<file path="src/rtl/mem_port_arbiter.sv">
// Arbiter for the single-ported unified instruction/data RAM shared by fetch (IF) and load/store (DM).
// Data accesses win by default; a grant-streak limit guarantees fetch progress.
module mem_port_arbiter #(
  parameter int unsigned RAM_LATENCY = 1,
  parameter int unsigned MAX_STREAK  = 4
) (
  input  logic        clk_i,
  input  logic        rst_ni,
  input  logic        if_req_i,
  input  logic [31:0] if_addr_i,
  output logic        if_gnt_o,
  output logic        if_rvalid_o,
  output logic [31:0] if_rdata_o,
  input  logic        flush_i,
  input  logic        dm_req_i,
  input  logic        dm_we_i,
  input  logic [31:0] dm_addr_i,
  input  logic [31:0] dm_wdata_i,
  input  logic [3:0]  dm_wstrb_i,
  output logic        dm_gnt_o,
  output logic        dm_rvalid_o,
  output logic [31:0] dm_rdata_o,
  output logic        ram_en_o,
  output logic [3:0]  ram_we_o,
  output logic [31:0] ram_addr_o,
  output logic [31:0] ram_wdata_o,
  input  logic [31:0] ram_rdata_i
);

  localparam int unsigned    SW         = $clog2(MAX_STREAK + 1);
  localparam logic [SW-1:0]  STREAK_MAX = SW'(MAX_STREAK);
  localparam logic [2:0]     LAT        = 3'(RAM_LATENCY);

  typedef enum logic {
    ST_IDLE = 1'b0,
    ST_WAIT = 1'b1
  } state_e;

  state_e        state_q, state_d;
  logic [2:0]    cnt_q, cnt_d;
  logic          owner_q, owner_d;
  logic          drop_q, drop_d;
  logic [SW-1:0] streak_q, streak_d;

  logic resp_s;
  logic free_s;
  logic dm_win_s;
  logic if_win_s;
  logic rd_gnt_s;
  logic if_rvalid_s;
  logic dm_rvalid_s;

  // The port frees up in the very cycle a read response completes, so reads can issue back to back.
  assign resp_s      = (state_q == ST_WAIT) && (cnt_q == 3'd1);
  assign free_s      = (state_q == ST_IDLE) || resp_s;
  assign dm_win_s    = free_s && dm_req_i && !(if_req_i && (streak_q == STREAK_MAX));
  assign if_win_s    = free_s && !dm_win_s && if_req_i;
  assign rd_gnt_s    = if_win_s || (dm_win_s && !dm_we_i);
  assign if_rvalid_s = resp_s && !owner_q && !drop_q && !flush_i;
  assign dm_rvalid_s = resp_s && owner_q;

  // Grant, RAM port and response outputs; everything is held at zero while reset is asserted.
  always_comb begin
    if_gnt_o    = 1'b0;
    dm_gnt_o    = 1'b0;
    ram_en_o    = 1'b0;
    ram_we_o    = 4'b0000;
    ram_addr_o  = 32'h0000_0000;
    ram_wdata_o = 32'h0000_0000;
    if_rvalid_o = 1'b0;
    dm_rvalid_o = 1'b0;
    if_rdata_o  = 32'h0000_0000;
    dm_rdata_o  = 32'h0000_0000;
    if (rst_ni) begin
      if_gnt_o    = if_win_s;
      dm_gnt_o    = dm_win_s;
      ram_en_o    = if_win_s || dm_win_s;
      if_rvalid_o = if_rvalid_s;
      dm_rvalid_o = dm_rvalid_s;
      if (dm_win_s) begin
        ram_addr_o = dm_addr_i;
        if (dm_we_i) begin
          ram_we_o    = dm_wstrb_i;
          ram_wdata_o = dm_wdata_i;
        end else begin
          ram_we_o    = 4'b0000;
          ram_wdata_o = 32'h0000_0000;
        end
      end else if (if_win_s) begin
        ram_addr_o = if_addr_i;
      end else begin
        ram_addr_o = 32'h0000_0000;
      end
      if (if_rvalid_s) begin
        if_rdata_o = ram_rdata_i;
      end else begin
        if_rdata_o = 32'h0000_0000;
      end
      if (dm_rvalid_s) begin
        dm_rdata_o = ram_rdata_i;
      end else begin
        dm_rdata_o = 32'h0000_0000;
      end
    end else begin
      ram_en_o = 1'b0;
    end
  end

  // Next-state logic for the transaction tracker and the DM grant streak.
  always_comb begin
    state_d  = state_q;
    cnt_d    = cnt_q;
    owner_d  = owner_q;
    drop_d   = drop_q;
    streak_d = streak_q;

    if (rd_gnt_s) begin
      state_d = ST_WAIT;
      cnt_d   = LAT;
      owner_d = dm_win_s;
      drop_d  = if_win_s && flush_i;
    end else if (resp_s) begin
      state_d = ST_IDLE;
      cnt_d   = 3'd0;
      drop_d  = 1'b0;
    end else if (state_q == ST_WAIT) begin
      cnt_d  = cnt_q - 3'd1;
      drop_d = drop_q || (flush_i && !owner_q);
    end else begin
      state_d = ST_IDLE;
    end

    // The streak only counts DM wins that actually kept a waiting fetch out.
    if (!if_req_i || if_win_s) begin
      streak_d = '0;
    end else if (dm_win_s && (streak_q != STREAK_MAX)) begin
      streak_d = streak_q + SW'(1);
    end else begin
      streak_d = streak_q;
    end
  end

  // State registers with synchronous active-low reset.
  always_ff @(posedge clk_i) begin
    if (!rst_ni) begin
      state_q  <= ST_IDLE;
      cnt_q    <= 3'd0;
      owner_q  <= 1'b0;
      drop_q   <= 1'b0;
      streak_q <= '0;
    end else begin
      state_q  <= state_d;
      cnt_q    <= cnt_d;
      owner_q  <= owner_d;
      drop_q   <= drop_d;
      streak_q <= streak_d;
    end
  end

endmodule

</file>
<file path="config.mk">
export PLATFORM = sky130hd
export DESIGN_NAME = mem_port_arbiter
export DESIGN_NICKNAME = d
export VERILOG_FILES = /design/src/rtl/mem_port_arbiter.sv
export SDC_FILE = /design/constraint.sdc
export NUM_CORES = 1
export LEC_CHECK = 0
export ABC_AREA = 1
export BUFFER_PORTS_ARGS = -buffer_cell sky130_fd_sc_hd__buf_2
export CORE_AREA = 2 2 107 109
export CTS_BUF_LIST = sky130_fd_sc_hd__clkbuf_8
export DETAILED_ROUTE_END_ITERATION = 10
export DIE_AREA = 0 0 109 111
export GPL_TIMING_DRIVEN = 0
export HOLD_SLACK_MARGIN = 0.03
export PLACE_DENSITY = 0.57
export SLEW_MARGIN = 15
export SYNTH_ARGS = -nofsm -noshare
export SYNTH_HDL_FRONTEND = slang
export SYNTH_SLANG_ARGS = --single-unit
</file>
<file path="constraint.sdc">
create_clock -name clk_i -period 2 [get_ports clk_i]
set_input_delay 0.2 -clock clk_i [delete_from_list [all_inputs] [get_ports clk_i]]
set_output_delay 0.2 -clock clk_i [all_outputs]
set_load 0.02 [all_outputs]
</file>
# Yosys cells after proc, flatten, opt, wreduce, memory -nomap -nowiden
# Index checks and enable logic that the tools add are counted.
[op_classes]
add_sub_neg = 2
n_eq_ne = 3
mux = 27
n_bitwise = 2
n_reduce_logical = 29
[ops]
columns = ["op", "count"]
rows = [
  ["$mux 32", 10],
  ["$logic_and 1x1->1", 14],
  ["$mux 1", 14],
  ["$mux 4", 3],
  ["$logic_not 1->1", 7],
  ["$logic_or 1x1->1", 5],
  ["$add 3x1->3 const B", 1],
  ["$eq 3x1->1 const B", 1],
  ["$eq 3x3->1 const B", 1],
  ["$ne 3x3->1 const B", 1],
  ["$reduce_bool 3->1", 1],
  ["$reduce_or 3->1", 1],
  ["$sub 3x1->3 const B", 1],
  ["$not 1->1", 2],
  ["$reduce_or 2->1", 1],
]
[totals]
reg_bits = 9
elab_cells = 69

# Depth between registers and ports, before layout
[depth]
depth_word = 11
depth_mapped = 11
depth_no_buf = 10

# Least setup slack after synthesis
# No wires, ideal clock.
[synth_timing]
path_type = "flip-flop to output port"
startpoint = "register cnt_q[1]"
endpoint = "output dm_rdata_o[0]"
t_arrival_ns = 1.623
slack_ns = 0.177
path_stages_with_launch = 8
path_buffers = 1
path_cell_list = "dfxtp_1 inv_1 ha_1 nand3_2 nor2_1 inv_1 buf_6 nor2_1"
[synth_between]
elab_chain_len = 5
[synth_lines]
columns = ["item", "line_no", "text"]
rows = [
  ["from (decl)", "40", "logic [2:0] cnt_q, cnt_d;"],
  ["from (signal assigned)", "153", "cnt_q <= cnt_d;"],
  ["$eq 3x1->1", "54", "assign resp_s = (state_q == ST_WAIT) && (cnt_q == 3'd1);"],
  ["$logic_and 1x1->1", "54", ""],
  ["$logic_and 1x1->1", "60", "assign dm_rvalid_s = resp_s && owner_q;"],
  ["$mux 32", "99", "if (dm_rvalid_s) begin"],
  ["$mux 32", "74", "if (rst_ni) begin"],
  ["to (decl)", "22", "output logic [31:0] dm_rdata_o,"],
]
# Every way passes these cells.

# Worst setup path after layout
[layout_timing]
startpoint = "register cnt_q[1]"
endpoint = "output if_rdata_o[28]"
[layout_between]
elab_chain_len = 7
[layout_lines]
columns = ["item", "line_no", "text"]
rows = [
  ["$eq 3x1->1", "54", ""],
  ["$logic_and 1x1->1", "54", ""],
  ["$logic_and 1x1->1 (3 in series)", "59", "assign if_rvalid_s = resp_s && !owner_q && !drop_q && !flush_i;"],
  ["$mux 32", "94", "if (if_rvalid_s) begin"],
  ["$mux 32", "74", ""],
  ["to (decl)", "13", "output logic [31:0] if_rdata_o,"],
]
# Every way passes these cells.

==> reports/metrics.csv <==
stage;metric;value;unit
synthesis;syn avg cell area;4.89;um^2
die;CORE AREA;0.0111;mm^2
min_path;worst hold path cell count;3;
worst_setup_path;CP max-delay cell;dfxtp_2;
worst_setup_path;reg2reg setup slack;0.51;ns
grt;initial antenna violation count;0;
finish;diodes inserted;0;
worst_setup_path;worst-path cell chain;inv_2, ha_4, buf_4, nand3_4, nor4_4, nand2_4, buf_6, nor2_1, buf_4;
finish;area growth from synthesis to final layout;132;%
finish;Filler cells;1228;
pwr;pwr dens;273;mW/mm^2
sta;RSZ-0062 raised after global routing;yes;
sta;Final Hold Vio Count;0;
synthesis;register area share after synthesis;0.101;
worst_setup_path;Startpoint Class;flop;
sta;final setup vio count;0;
drt;drt pass-1 iters;4;
sta;Post-Route Skew;0.00185;ns
die;DIE HEIGHT;111;um
drt;initial drt markers;90;
worst_setup_path;max incr delay on CP;0.32;ns
grt;vias in the first global route;2479;
drt;drt total wl;9240;um
synthesis;library cells used by synthesis;23;
die;Die Wd;109;um
drt;vias per cell;3.91;
clock_network;Worst-Skew Late Latency;0.23;ns
synthesis;Mapped Nets;508;
grt;largest net degree at the start of global routing;11;
die;Die ar.;0.0121;mm^2
pwr;maximum vdd drop;0.000478;V
placed_design;Setup WS pre-CTS;0.0742;ns
min_path;worst hold path class;input port to flop;
synthesis;Cells after Synth;366;
clock_network;TritonCTS Buffers;3;
worst_setup_path;CP bufs+invs;4;
sta;fmax;512;MHz
clock_network;H-tree depth;1;
clock_network;CTS sink count;9;
grt;GRT overflow;0;
sta;Final Critical Period;1.95;ns
clock_network;Clock Tree Buf Depth;2;
finish;number of nets in the layout;813;
worst_setup_path;WP data arrival;1.75;ns
drt;DRT antenna net count;0;
clock_network;CTS tree;done;
sta;Slew @ Worst Pin;0.310;ns
grt;Global Route Usage Sum;0.122;
flow_run;Max Cap Viol;0;
sta;Slew Viols, Final;0;
clock_network;clk slew on worst S/H paths;0.04;ns
die;Rows;39;
worst_setup_path;WP depth;9;
finish;fin cells;813;
die;starting density of the core;0.162;
placed_design;global placer's final weighted congestion;0.773;
synthesis;Synth Cell Area;0.00179;mm^2
clock_network;clk root buf;clkbuf_8;
worst_setup_path;Top cell by count, worst path;buf_4;
sta;setup slack after layout;0.0462;ns
sta;relative slew slack;0.793;
synthesis;yosys warns;0;
worst_setup_path;worst-case reg-to-reg path depth;10;
drt;drt drc;0;
clock_network;hold_buf cts;0;
grt;first-pass GRT wire length;12000;um
worst_setup_path;Worst EP required;1.80;ns
drt;detailed-route via count;3182;
placed_design;placed insts;782;
worst_setup_path;crit path kind;flop to output pin;
drt;Routed WL per cell;11.4;um
worst_setup_path;Setup crit end kind;output pin;
worst_setup_path;critical path's top delay family;simple AND/OR/NAND/NOR gates;
placed_design;Port Buf Inserts;273;
worst_setup_path;Crit Path Max Fanout;8;
status;outcome;finished clean;
synthesis;Yosys reg bits;9;
pwr;P_leak;2.77;nW
die;io pins;275;
finish;layout cell share with drive strength beyond 1;0.579;
sta;Final Cycle Share;0.977;
placed_design;post-DP HPWL;6980;um
-- metrics by stage --
step / hold slack [ns] / TNS, ns / total power (W) / util / cell area, um^2
2_1_floorplan: 0.386 / 0 / 0.000524 / - / 1790
3_3_place_gp: 0.452 / 0 / 0.000774 / 0.301 / 3340
3_5_place_dp: 0.457 / 0 / 0.000776 / 0.301 / 3340
4_1_cts: 0.289 / -0.00206 / 0.00102 / 0.319 / 3530
5_1_grt: 0.330 / -2.72 / 0.00123 / 0.375 / 4160
6_report: 0.304 / 0 / 0.00114 / 0.375 / 4160
-- flip-flops by register name, indices dropped and copies added (netlist names) --
signal	cells
state_q	1
drop_q	1
owner_q	1
cnt_q	3
streak_q	3
-- Yosys cell counts --
| cell | number | area share |
|---|---|---|
| buf_2 | 4 | 0.011 |
| nor2_4 | 2 | 0.013 |
| o211ai_4 | 1 | 0.012 |
| o22ai_1 | 1 | 0.0035 |
| ha_1 | 4 | 0.028 |
| nand3_1 | 7 | 0.020 |
| nor2_1 | 95 | 0.20 |
| a21oi_1 | 6 | 0.017 |
| dfxtp_1 | 9 | 0.10 |
| inv_2 | 3 | 0.0063 |
| nand2_2 | 2 | 0.0070 |
| nor4_2 | 1 | 0.0070 |
| nor2_2 | 9 | 0.031 |
| nand4_1 | 3 | 0.010 |
| o21ai_0 | 2 | 0.0056 |
| nand3_2 | 1 | 0.0056 |
| nand2_4 | 2 | 0.013 |
| buf_6 | 12 | 0.075 |
| xor2_1 | 1 | 0.0049 |
| or2_2 | 1 | 0.0035 |
| inv_1 | 85 | 0.18 |
| nand3_4 | 1 | 0.0098 |
| nand2_1 | 114 | 0.24 |
-- where the power goes --
group          internal, W  leakage, nW  switching [W]
combinational     0.000344         2.67       0.000384
sequential        0.000194       0.0753      0.0000151
clock             0.000133       0.0269      0.0000667
total             0.000671         2.77       0.000466
-- path summary, 6_finish.rpt --
path                                            start                        to
worst max-delay path            cnt_q[1]$_SDFFE_PP0P_            if_rdata_o[28]
worst min-delay path                           rst_ni     cnt_q[0]$_SDFFE_PN0P_
worst max register to register  cnt_q[1]$_SDFFE_PP0P_  streak_q[0]$_SDFFE_PP0P_
worst min register to register  cnt_q[1]$_SDFFE_PP0P_     cnt_q[1]$_SDFFE_PP0P_
-- placed cells by master (no fill, tap or decap), types with 2 or more instances in the layout --
cell	netlist	routed
dfxtp_2	0	4
nand4_1	3	3
buf_4	0	66
nand3_4	1	2
dfxtp_1	9	5
nor2_2	9	27
clkbuf_16	0	6
nand2_2	2	14
nor2_1	95	75
buf_8	0	6
ha_1	4	2
a21oi_1	6	6
inv_1	85	82
inv_2	3	6
buf_2	4	206
clkbuf_8	0	3
nor2_4	2	4
buf_6	12	31
nand2_4	2	5
o21ai_0	2	2
nand3_1	7	6
nand2_1	114	99
-- area by class of cell --
class | count | area [um^2] | area share
repair buffers | 301 | 1940 | 0.467
multi-input cells | 253 | 1270 | 0.306
inverters | 88 | 338 | 0.0813
plain buffers | 15 | 194 | 0.0467
flip-flops and latches | 9 | 185 | 0.0446
well taps | 143 | 179 | 0.0430
clock buffers | 3 | 41.3 | 0.00993
clock inverters | 1 | 3.75 | 0.000903
-- routing by layer --
layer | part of all wire | up-vias | GRT usage | wire [um]
met2 | 0.52 | 132 | 0.232 | 4840
li1 | - | 1644 | - | -
met4 | 0.0042 | 0 | 0.00855 | 39
met1 | 0.40 | 1402 | 0.146 | 3710
met5 | 0 | - | 0 | 0
met3 | 0.070 | 4 | 0.0182 | 650
-- worst min-delay path, stage by stage --
cell and delay (ns):
buf_2 0.17, nand2_1 0.09, inv_1 0.03
-- logic make-up (layout without fill, tap and decap cells) --
| kind of cell | after synthesis | after routing | synth area share |
|---|---|---|---|
| XOR/XNOR | 1 | 1 | 0.00489 |
| AND/OR/NAND/NOR | 238 | 238 | 0.558 |
| flip-flops | 9 | 9 | 0.101 |
| buffers and inverters | 104 | 408 | 0.271 |
| adder cells (fa/ha/maj) | 4 | 4 | 0.0280 |
| AO/OA/AOI/OAI | 10 | 10 | 0.0377 |
-- what timing repair did --
item / CTS / global route
endpoints found under the setup margin: 61 / 125
buffers inserted: 8 / 10
gates resized for setup: 29 / 137
cloned: 2 / 8
pin swaps: 3 / 11
(Power assumes the default switching activity.)
